**config.mk**
```make
export PLATFORM = sky130hd
export DESIGN_NAME = fifo_sync_param_flat
export DESIGN_NICKNAME = d
export VERILOG_FILES = /design/src/rtl/fifo_sync_param_if.sv /design/src/rtl/fifo_sync_param.sv /design/src/flat_wrapper.sv
export SDC_FILE = /design/constraint.sdc
export NUM_CORES = 1
export LEC_CHECK = 0
export CORE_MARGIN = 2
export CORE_UTILIZATION = 43
export DETAILED_ROUTE_END_ITERATION = 8
export PLACE_DENSITY = 0.7
export SYNTH_ARGS = -nofsm -noshare
export SYNTH_HDL_FRONTEND = slang
export SYNTH_SLANG_ARGS = --single-unit
```
**constraint.sdc**
```tcl
create_clock -name clk -period 7.4 [get_ports clk]
set_input_delay 1.11 -clock clk [delete_from_list [all_inputs] [get_ports clk]]
set_output_delay 1.11 -clock clk [all_outputs]
set_load 0.02 [all_outputs]
```
**src/rtl/fifo_sync_param_if.sv**
```systemverilog
// fifo_if: handshake/data bundle between a FIFO and its user.
//   master : user side (drives wr_en, rd_en, data_in)
//   slave  : FIFO side (drives data_out, status flags, pulses, count)
interface fifo_if #(
  parameter int DATA_WIDTH = 16,
  parameter int DEPTH      = 8
);
  localparam int CW = $clog2(DEPTH + 1);

  logic                  wr_en;
  logic                  rd_en;
  logic [DATA_WIDTH-1:0] data_in;
  logic [DATA_WIDTH-1:0] data_out;
  logic                  wr_ack;
  logic                  overflow;
  logic                  underflow;
  logic                  full;
  logic                  empty;
  logic                  almostfull;
  logic                  almostempty;
  logic [CW-1:0]         count;

  modport master (
    output wr_en, rd_en, data_in,
    input  data_out, wr_ack, overflow, underflow,
    input  full, empty, almostfull, almostempty, count
  );

  modport slave (
    input  wr_en, rd_en, data_in,
    output data_out, wr_ack, overflow, underflow,
    output full, empty, almostfull, almostempty, count
  );
endinterface

```
**src/rtl/fifo_sync_param.sv**
```systemverilog
// fifo_sync_param: parametrised single-clock FIFO with programmable
// almost-full/almost-empty thresholds and an occupancy count.
//
// Ports:
//   clk    - system clock, rising edge
//   rst_n  - synchronous active-low reset
//   bus    - fifo_if.slave: wr_en/rd_en/data_in in; data_out, wr_ack,
//            overflow, underflow (registered one-cycle pulses), full, empty,
//            almostfull, almostempty, count (combinational from count) out.
//
// Build option: define FIFO_FWFT_EN for first-word fall-through
// (data_out shows the head word combinationally, 0 when empty).
// Default build: data_out is registered, valid one cycle after a read.
module fifo_sync_param #(
  parameter int DATA_WIDTH = 16,
  parameter int DEPTH      = 8,
  parameter int AFULL_TH   = DEPTH - 2,
  parameter int AEMPTY_TH  = 1
) (
  input  logic   clk,
  input  logic   rst_n,
  fifo_if.slave  bus
);
  localparam int CW = $clog2(DEPTH + 1);
  localparam int PW = (DEPTH > 1) ? $clog2(DEPTH) : 1;

  if (DATA_WIDTH < 1) begin : g_bad_width
    $fatal(1, "fifo_sync_param: DATA_WIDTH must be >= 1");
  end
  if (DEPTH < 2) begin : g_bad_depth
    $fatal(1, "fifo_sync_param: DEPTH must be >= 2");
  end
  if (AFULL_TH < 1 || AFULL_TH > DEPTH) begin : g_bad_afull
    $fatal(1, "fifo_sync_param: AFULL_TH must be in 1..DEPTH");
  end
  if (AEMPTY_TH < 0 || AEMPTY_TH > DEPTH - 1) begin : g_bad_aempty
    $fatal(1, "fifo_sync_param: AEMPTY_TH must be in 0..DEPTH-1");
  end

  logic [DATA_WIDTH-1:0] mem [DEPTH];

  logic [PW-1:0] wr_ptr_q, wr_ptr_d;
  logic [PW-1:0] rd_ptr_q, rd_ptr_d;
  logic [CW-1:0] count_q, count_d;
  logic          wr_ack_q, wr_ack_d;
  logic          overflow_q, overflow_d;
  logic          underflow_q, underflow_d;
  logic          full, empty;
  logic          do_wr, do_rd;

  // Pointers wrap explicitly so DEPTH need not be a power of two.
  function automatic logic [PW-1:0] ptr_inc(input logic [PW-1:0] p);
    return (p == PW'(DEPTH - 1)) ? '0 : p + 1'b1;
  endfunction

  always_comb begin
    full  = (count_q == CW'(DEPTH));
    empty = (count_q == '0);
    // At full a simultaneous read frees the slot the write lands in.
    do_wr = bus.wr_en && (!full || bus.rd_en);
    do_rd = bus.rd_en && !empty;

    wr_ptr_d    = do_wr ? ptr_inc(wr_ptr_q) : wr_ptr_q;
    rd_ptr_d    = do_rd ? ptr_inc(rd_ptr_q) : rd_ptr_q;
    wr_ack_d    = do_wr;
    overflow_d  = bus.wr_en && !do_wr;
    underflow_d = bus.rd_en && empty;

    count_d = count_q;
    case ({do_wr, do_rd})
      2'b10:   count_d = count_q + 1'b1;
      2'b01:   count_d = count_q - 1'b1;
      default: count_d = count_q;
    endcase
  end

  always_ff @(posedge clk) begin
    if (!rst_n) begin
      wr_ptr_q    <= '0;
      rd_ptr_q    <= '0;
      count_q     <= '0;
      wr_ack_q    <= 1'b0;
      overflow_q  <= 1'b0;
      underflow_q <= 1'b0;
    end else begin
      wr_ptr_q    <= wr_ptr_d;
      rd_ptr_q    <= rd_ptr_d;
      count_q     <= count_d;
      wr_ack_q    <= wr_ack_d;
      overflow_q  <= overflow_d;
      underflow_q <= underflow_d;
    end
  end

  // Storage is deliberately not reset; the write is suppressed on a reset edge.
  always_ff @(posedge clk) begin
    if (rst_n && do_wr) begin
      mem[wr_ptr_q] <= bus.data_in;
    end
  end

`ifdef FIFO_FWFT_EN
  assign bus.data_out = empty ? '0 : mem[rd_ptr_q];
`else
  logic [DATA_WIDTH-1:0] data_out_q, data_out_d;

  always_comb begin
    data_out_d = data_out_q;
    if (do_rd) begin
      data_out_d = mem[rd_ptr_q];
    end
  end

  always_ff @(posedge clk) begin
    if (!rst_n) begin
      data_out_q <= '0;
    end else begin
      data_out_q <= data_out_d;
    end
  end

  assign bus.data_out = data_out_q;
`endif

  assign bus.wr_ack      = wr_ack_q;
  assign bus.overflow    = overflow_q;
  assign bus.underflow   = underflow_q;
  assign bus.full        = full;
  assign bus.empty       = empty;
  assign bus.almostfull  = (count_q >= CW'(AFULL_TH));
  assign bus.almostempty = !empty && (count_q <= CW'(AEMPTY_TH));
  assign bus.count       = count_q;

endmodule

```
**src/flat_wrapper.sv**
```systemverilog
// flat-port wrapper written by rule: the top's interface ports become plain ports
module fifo_sync_param_flat 
#(
  parameter int DATA_WIDTH = 16,
  parameter int DEPTH      = 8,
  parameter int AFULL_TH   = DEPTH - 2,
  parameter int AEMPTY_TH  = 1
)
  (clk, rst_n, bus_wr_en, bus_rd_en, bus_data_in, bus_data_out, bus_wr_ack, bus_overflow, bus_underflow, bus_full, bus_empty, bus_almostfull, bus_almostempty, bus_count);
  fifo_if #(.DATA_WIDTH(DATA_WIDTH), .DEPTH(DEPTH)) bus_i ();
  input  logic clk;
  input  logic rst_n;
  input wire logic [$bits(bus_i.wr_en)-1:0] bus_wr_en;
  input wire logic [$bits(bus_i.rd_en)-1:0] bus_rd_en;
  input wire logic [$bits(bus_i.data_in)-1:0] bus_data_in;
  output wire logic [$bits(bus_i.data_out)-1:0] bus_data_out;
  output wire logic [$bits(bus_i.wr_ack)-1:0] bus_wr_ack;
  output wire logic [$bits(bus_i.overflow)-1:0] bus_overflow;
  output wire logic [$bits(bus_i.underflow)-1:0] bus_underflow;
  output wire logic [$bits(bus_i.full)-1:0] bus_full;
  output wire logic [$bits(bus_i.empty)-1:0] bus_empty;
  output wire logic [$bits(bus_i.almostfull)-1:0] bus_almostfull;
  output wire logic [$bits(bus_i.almostempty)-1:0] bus_almostempty;
  output wire logic [$bits(bus_i.count)-1:0] bus_count;
  assign bus_i.wr_en = bus_wr_en;
  assign bus_i.rd_en = bus_rd_en;
  assign bus_i.data_in = bus_data_in;
  assign bus_data_out = bus_i.data_out;
  assign bus_wr_ack = bus_i.wr_ack;
  assign bus_overflow = bus_i.overflow;
  assign bus_underflow = bus_i.underflow;
  assign bus_full = bus_i.full;
  assign bus_empty = bus_i.empty;
  assign bus_almostfull = bus_i.almostfull;
  assign bus_almostempty = bus_i.almostempty;
  assign bus_count = bus_i.count;
  fifo_sync_param #(.DATA_WIDTH(DATA_WIDTH), .DEPTH(DEPTH), .AFULL_TH(AFULL_TH), .AEMPTY_TH(AEMPTY_TH)) u_core (.clk(clk), .rst_n(rst_n), .bus(bus_i));
endmodule
```
* Yosys cells after proc, flatten, opt, wreduce, memory -nomap -nowiden
Memory sizes are Yosys's and may differ from the RTL's. A register that Yosys moved wholly into a read port is not among the register bits.
Index checks and enable logic that the tools add are counted.
** Cells by class
- Add/sub/neg operators :: 4
- Order comparisons :: 2
- Equality and inequality tests :: 5
- Multiplexer cells :: 5
- Reductions and logical operators :: 13
** Operators by type and width (count)
- $pmux 4 s2 :: 1
- $add 3x1->3 const B :: 2
- $eq 3x3->1 const B :: 2
- $logic_and 1x1->1 :: 6
- $mux 3 :: 2
- $add 4x1->4 const B :: 1
- $eq 4x4->1 const B :: 1
- $ge 4x3->1 const B :: 1
- $le 4x1->1 const B :: 1
- $logic_not 1->1 :: 4
- $logic_not 4->1 :: 1
- $sub 4x1->4 const B :: 1
- $eq 2x1->1 const B :: 1
- $eq 2x2->1 const B :: 1
- $mux 1 :: 2
- $reduce_bool 2->1 :: 1
- $logic_or 1x1->1 :: 1
** Word-level totals
- Flip-flop bits (word level) :: 13
- RAM bits :: 128
- Input bits :: 20
- Output and inout port bits :: 27
- Logic and storage cells :: 36
- Memories :: 1
** Memories
- u_core.mem :: words 8, width 16, read ports 1, clocked after Yosys merged registers in 1, wr ports 1, line fifo_sync_param.sv:40 : logic [DATA_WIDTH-1:0] mem [DEPTH];

* Logic depth before layout (Yosys ltp)
Gate-level depths: netlist of the first run.
- Depth in word-level cells :: 7
- Depth in mapped cells :: 11
- Mapped depth without buffers :: 10

* Worst setup path before layout of the first run
Ideal clock, no wire load.
- Path kind :: input-to-reg
- Start :: in bus_rd_en
- End :: mem u_core.mem[0][0], enable pin
- Setup time :: 409 ps
- Data arrival time :: 2922 ps
- Required time :: 6991 ps
- Path slack :: 4069 ps
- Stages :: 4
- Path buffers :: 1
- Path through :: buf_2 nor2_1 or3_1 nor3_1
** Between the ends
- Longest elaborated chain between the ends :: 5
** RTL lines
- start: declaration :: line flat_wrapper.sv:14 : input wire logic [$bits(bus_i.rd_en)-1:0] bus_rd_en;
- $logic_or 1x1->1 :: line fifo_sync_param.sv:60 : do_wr = bus.wr_en && (!full || bus.rd_en);
- $logic_and 1x1->1 :: line fifo_sync_param.sv:60
- $logic_and 1x1->1 :: line fifo_sync_param.sv:97 : if (rst_n && do_wr) begin
- $mux 1 :: line fifo_sync_param.sv:97
- $mux 1 (implied by the code) :: line fifo_sync_param.sv:98 : mem[wr_ptr_q] <= bus.data_in;
- end: declaration :: line fifo_sync_param.sv:40
Every way passes these cells.

* Worst setup path after layout of the first run
- Start :: reg u_core.count_q[0], in the netlist u_core.bus.count[0]
- End :: out bus_empty
** Between the ends
- Longest elaborated chain between the ends :: 1
** RTL lines
- start: declaration :: line fifo_sync_param.sv:44 : logic [CW-1:0] count_q, count_d;
- start signal: assignment :: line fifo_sync_param.sv:88 : count_q <= count_d;
- $logic_not 4->1 :: line fifo_sync_param.sv:58 : empty = (count_q == '0);
- end: declaration :: line flat_wrapper.sv:21 : output wire logic [$bits(bus_i.empty)-1:0] bus_empty;
Every way passes these cells.

==> reports/metrics.csv, run 1 <==
stage,metric,value,unit
worst_setup_path,crit_type,reg -> out,
yosys,synth_fp_nets,413,
route,drt_iter0_drc,222,
global_route,grt.overflow.total,0,
clock_network,cts.path.max_buffers,2,
global_route,grt_pass1_wl,18370,um
sta,relSlewSlack,0.3138,
worst_setup_path,endpoint_kind,output port,
yosys,avgSynthCellArea,16.12,sq um
yosys,yosysWarnings,0,
worst_setup_path,timing.critical_path.fanout_max,7,
route,dr.pass1.iters,4,
floorplan,die-width,123.8,um
sta,tightest_slew,1029,ps
floorplan,io_pins,47,
clock_network,cts_max_level,4,
floorplan,coreArea,0.01393,sq mm
yosys,synth_seq_cells,157,
power_and_ir_drop,vdd_ir_drop_max,0.0002166,V
placement,io_buffer_count,46,
clock_network,cts_made_buffers,17,
power_and_ir_drop,p_per_area,325.4,mW/mm^2
sta,fin_crit,3450,ps
finish,final_cell_mix,"128 x edfxtp_1, 46 x clkdlybuf4s50_1, 34 x mux2i_1",
placement,gp_congestion,0.7426,
sta,finalMaxSlewViolations,0,
clock_network,clk_pin_slew,60,ps
finish,synthToLayoutAreaGrowth,20.66,%
yosys,yosys_most_used_dff,edfxtp_1,
yosys,ys_seq_area_frac,0.7168,
route,vias_per_cell,5.403,
route,routed_wl,11910,um
finish,fin_cells,633,
worst_setup_path,startpoint_type,flop,
global_route,antenna_found_initial,0,
clock_network,root_buffer,clkbuf_16,
sta,whs,448.7,ps
worst_setup_path,r2r_setup_slack,4730,ps
sta,setup_tns,0,ps
yosys,synth_top_area_cell,edfxtp_1,
floorplan,std_cell_rows,43,
route,drtAntennaViolNets,0,
yosys,netlist_instances,383,
sta,hold_viol,0,
worst_hold_path,hp-class,reg -> reg,
yosys,ys_types,40,
yosys,synth-edff-count,128,
finish,final_area,0.007447,sq mm
finish,antenna_cells,0,
worst_setup_path,crit_required,6290,ps
sta,grt_setup_unrepaired,false,
finish,layout-drive-gt1-share,0.1788,
global_route,grt_max_degree,70,
sta,setup_viol,0,
global_route,track_usage,0.1671,
placement,placed_cells,601,
finish,final_common_cell,edfxtp_1,
route,num_vias,3420,
flow_run,cap_violations,0,
floorplan,start_util,0.4429,
clock_network,cts_resized,0,
yosys,synthTopCellsByArea,"edfxtp_1 62%, dfxtp_1 9.4%, mux2i_1 5.5%",
sta,fin_crit_sh,0.4663,
yosys,syn_area,0.006172,sq mm
sta,skew,6.043,ps
clock_network,cts_tree,done,
floorplan,die-area,0.01533,sq mm
worst_setup_path,cp.arrival,2340,ps
placement,dp_hpwl,6931,um
placement,dpl_cell_area,0.006850,sq mm
clock_network,cts_hold_buf,0,
global_route,grt_pass1_vias,3478,
power_and_ir_drop,p_leak,0.002477,uW
yosys,synth_top_area_share,0.6227,
clock_network,cts_setup_buffers,0,
route,remaining_drc_errors,0,
floorplan,die_h,123.8,um
yosys,async_flop_share,0,
clock_network,clock-sinks,157,
finish,nNetsFinal,470,
clock_network,clk_latency,420,ps
run_status,status,completed,
sta,fmax,0.2898,GHz
route,wire_per_inst,18.82,um
==> path summary, 6_finish.rpt <==
check,startpoint,endpoint,depth (start not counted)
worst max-delay path,u_core.bus.count[0]$_SDFFE_PN0P_,bus_empty,5
worst min-delay path,u_core.bus.data_out[15]$_SDFFE_PN0P_,u_core.bus.data_out[15]$_SDFFE_PN0P_,2
worst max register to register,u_core.bus.count[0]$_SDFFE_PN0P_,u_core.mem[4][6]$_DFFE_PP_,7
worst min register to register,u_core.bus.data_out[15]$_SDFFE_PN0P_,u_core.bus.data_out[15]$_SDFFE_PN0P_,2
==> registers in the layout, summed over array words and instances, names as in the netlist <==
register              count
u_core.bus.count          4
u_core.bus.data_out      16
u_core.bus.overflow       1
u_core.bus.underflow      1
u_core.bus.wr_ack         1
u_core.mem              128
u_core.rd_ptr_q           3
u_core.wr_ptr_q           3
==> area by class of cell <==
| cell class | instances | area [sq um] |
|---|---|---|
| Fill cell | 1108 | 6487 |
| Tap cell | 180 | 225.2 |
| Inverter | 5 | 18.77 |
| Multi-Input combinational cell | 202 | 1638 |
| Timing Repair Buffer | 57 | 543.0 |
| Clock buffer | 17 | 425.4 |
| Clock inverter | 15 | 171.4 |
| Sequential cell | 157 | 4425 |
==> cell usage after synthesis, types with 5 or more instances <==
cell / n
mux2i_1: 34
nor2_1: 9
edfxtp_1: 128
inv_1: 5
o22ai_1: 15
nand2_1: 25
a21boi_0: 6
clkbuf_1: 6
ha_1: 10
o31ai_1: 15
dfxtp_1: 29
buf_2: 9
a22o_1: 15
mux2_2: 30
==> metrics by stage <==
| stage | total power [uW] | util | worst slack (ps) |
|---|---|---|---|
| 3_5_place_dp | 1575 | 0.4916 | 3739 |
| 2_1_floorplan | 1411 | - | 4069 |
| 3_3_place_gp | 1565 | 0.4916 | 3806 |
| 6_report | 2423 | 0.5344 | 3950 |
| 5_1_grt | 2523 | 0.5344 | 3861 |
| 4_1_cts | 2441 | 0.5344 | 3918 |
==> where the power goes <==
part           internal, uW  switching (uW)  leakage [uW]
sequential             1000            33.3       0.00139
combinational           244             272      0.000798
clock                   529             341      0.000285
total                  1780             647       0.00248
==> per-layer routing <==
| layer | GRT usage | up-vias | part of all wire |
|---|---|---|---|
| met5 | 0 | - | 0 |
| met4 | 0.07457 | 0 | 0.022 |
| met3 | 0.05037 | 20 | 0.053 |
| met2 | 0.2682 | 87 | 0.50 |
| met1 | 0.2096 | 1718 | 0.43 |
| li1 | - | 1595 | - |
==> cells by family (layout without fill, tap and decap cells) <==
| logic type | count (synthesis) | in the layout | share of synthesized area |
|---|---|---|---|
| flops | 157 | 157 | 0.7168 |
| fa+ha+maj | 10 | 10 | 0.02027 |
| buf+inv | 24 | 94 | 0.01946 |
| simple gates | 62 | 62 | 0.05230 |
| mux | 64 | 64 | 0.1099 |
| xor+xnor | 3 | 3 | 0.004258 |
| compound gates | 63 | 63 | 0.07703 |
==> worst max-delay path: stages (launching register included) <==
cell and delay, ps:
dfxtp_1 380, inv_1 130, ha_1 200, or3b_1 490, inv_1 110, clkdlybuf4s50_1 600
(Power assumes the default switching activity.)
==> inputs of run 2 (changes only) <==
==> constraint.sdc (replaced) <==
create_clock -name clk -period 3.5 [get_ports clk]
set_input_delay 0.525 -clock clk [delete_from_list [all_inputs] [get_ports clk]]
set_output_delay 0.525 -clock clk [all_outputs]
set_load 0.02 [all_outputs]
==> run 2 against run 1 <==
  * Clock skew is 3.9 ps higher
  * Via count rose by 0.12%
  * Sequential share of layout area hardly changed
  * Largest power group unchanged
==> reports/metrics.csv, run 2 (same netlist as run 1, synthesis figures left out) <==
stage,metric,value,unit
sta,fin_crit_sh,0.8118,
worst_setup_path,endpoint_kind,output port,
clock_network,cts_made_buffers,17,
global_route,antenna_found_initial,0,
power_and_ir_drop,pwr-share-comb,0.206,
route,drtAntennaViolNets,0,
run_status,status,completed,
global_route,grt_pass1_vias,3434,
power_and_ir_drop,p_leak,0.002489,uW
sta,setup_viol,0,
sta,tightest_slew,1007,ps
placement,gp_congestion,0.7687,
sta,setup_tns,0,ps
worst_setup_path,cp_num_buf_inv,3,
sta,hold_viol,0,
route,drt_iter0_drc,262,
route,dr.pass1.iters,4,
clock_network,clk_pin_slew,60,ps
finish,register_area,0.004425,sq mm
clock_network,cts_max_level,4,
worst_setup_path,crit_start,u_core.bus.count[0]$_SDFFE_PN0P_,
worst_hold_path,holdPathStages,2,
finish,final_common_cell,edfxtp_1,
worst_hold_path,hold_start,u_core.bus.data_out[15]$_SDFFE_PN0P_,
finish,largest_register_ffs,128,
floorplan,std_cell_rows,43,
finish,final_cell_mix,"128 x edfxtp_1, 46 x clkdlybuf4s50_1, 34 x mux2i_1",
worst_setup_path,crit_type,reg -> out,
finish,antenna_cells,0,
power_and_ir_drop,power_switching,1356,uW
finish,final_area,0.007448,sq mm
power_and_ir_drop,intPower,3617,uW
worst_setup_path,startpoint_type,flop,
finish,regMostFlops,u_core.mem,
finish,multi_input_area,0.001638,sq mm
worst_setup_path,worst_path_largest_cell_delay,600,ps
power_and_ir_drop,vdd_ir_drop_max,0.0003780,V
clock_network,cts_resized,0,
floorplan,die-area,0.01533,sq mm
power_and_ir_drop,sw_frac_of_total,0.2726,
power_and_ir_drop,clockPowerShare,0.340,
worst_setup_path,crit_required,2970,ps
clock_network,cts_tree,done,
clock_network,clock-sinks,157,
finish,layout-drive-gt1-share,0.1830,
floorplan,die_h,123.8,um
clock_network,clk_latency,420,ps
placement,dp_slack,710.4,ps
floorplan,start_util,0.4429,
floorplan,die-width,123.8,um
finish,synthToLayoutAreaGrowth,20.68,%
worst_setup_path,cp_top_family,buffers and inverters,
sta,skew,9.974,ps
placement,dp_hpwl,7122,um
worst_setup_path,cp_slowest_cell,clkdlybuf4s50_1,
route,remaining_drc_errors,0,
finish,nNetsFinal,476,
sta,fmax,0.3520,GHz
route,routed_wl,11720,um
worst_hold_path,hp-class,reg -> reg,
global_route,track_usage,0.1648,
placement,io_buffer_count,46,
worst_setup_path,timing.critical_path.fanout_max,7,
sta,postLayoutSetupSlackWorst,658.8,ps
sta,grt_setup_unrepaired,false,
worst_setup_path,r2r_cells,10,
clock_network,cts.path.max_buffers,2,
global_route,grt.overflow.total,0,
route,vias_per_cell,5.358,
worst_setup_path,cp_cell_sequence,inv_1 > ha_1 > or3b_1 > inv_1 > clkdlybuf4s50_1,
power_and_ir_drop,p_per_area,667.6,mW/mm^2
sta,fin_crit,2841,ps
flow_run,cap_violations,0,
worst_setup_path,cp.arrival,2320,ps
clock_network,root_buffer,clkbuf_16,
global_route,grt_pass1_wl,18040,um
route,num_vias,3424,
clock_network,cts_hold_buf,0,
floorplan,io_pins,47,
placement,dpl_cell_area,0.006895,sq mm
route,wire_per_inst,18.33,um
worst_setup_path,rr_startpoint,u_core.bus.count[0]$_SDFFE_PN0P_,
power_and_ir_drop,seq_power_share,0.454,
floorplan,coreArea,0.01393,sq mm
worst_setup_path,worst-path-stages,5,
finish,n_fill_cell,1086,
clock_network,cts_setup_buffers,0,
sta,relSlewSlack,0.3287,
sta,whs,452.9,ps
global_route,grt_max_degree,39,
sta,finalMaxSlewViolations,0,
worst_setup_path,path_common_cell,inv_1,
==> run 2: changes by cell type in the layout (fill, tap and decap cells not counted) <==
| cell | change |
|---|---|
| clkinv_1 | +1 |
| bufinv_16 | -2 |
| clkinv_2 | -3 |
| clkinv_4 | +5 |
| clkinvlp_4 | -2 |
| buf_4 | +6 |
| inv_6 | -1 |
| clkbuf_1 | +2 |
==> run 2: power groups by stage <==
| stage | clock network [uW] | registers (uW) | logic (uW) |
|---|---|---|---|
| finish | 1690 | 2260 | 1020 |
| global route | 1800 | 2280 | 1110 |
| CTS | 1730 | 2260 | 1040 |
| detailed placement | 0 | 2300 | 1030 |
| global placement | 0 | 2290 | 1020 |
| floorplan | 0 | 2310 | 677 |
==> run 2: worst paths after layout <==
kind	slack [ps]	endpoint
min reg2reg	450	u_core.bus.data_out[15]$_SDFFE_PN0P_
max	660	bus_empty
max reg2reg	870	u_core.bus.count[3]$_SDFFE_PN0P_
min	450	u_core.bus.data_out[15]$_SDFFE_PN0P_
==> run 2: routing by layer <==
metal | wire length [um] | vias to the layer above | GRT usage
li1 | - | 1619 | -
met1 | 5059 | 1678 | 0.2095
met2 | 5676 | 96 | 0.2531
met3 | 660 | 31 | 0.04762
met4 | 320 | 0 | 0.09375
met5 | 0 | - | 0
==> run 2: layout make-up <==
class / count / share of cell area
clock inverters: 13 / 0.01613
repair buffers: 63 / 0.07895
well taps: 180 / 0.03024
inverters: 5 / 0.002520
flip-flops and latches: 157 / 0.5942
multi-input cells: 202 / 0.2199
clock buffers: 19 / 0.05812
==> run 2: worst register-to-register path: cells and delay by family (launching register included) <==
| kind | cells | cell delay [ps] |
|---|---|---|
| DFF | 1 | 450 |
| AOI/OAI and AO/OA | 1 | 190 |
| xor gates and xnor gates | 1 | 80 |
| and+or+nand+nor | 4 | 1100 |
| buffers and inverters | 2 | 230 |
| adders and majority gates | 2 | 470 |
==> run 2: per-stage QoR <==
step,std cells,utilization,power [uW]
floorplan,383,-,2983
global placement,607,0.4948,3311
detailed placement,607,0.4948,3331
CTS,639,0.5345,5029
global route,639,0.5345,5184
finish,639,0.5345,4973
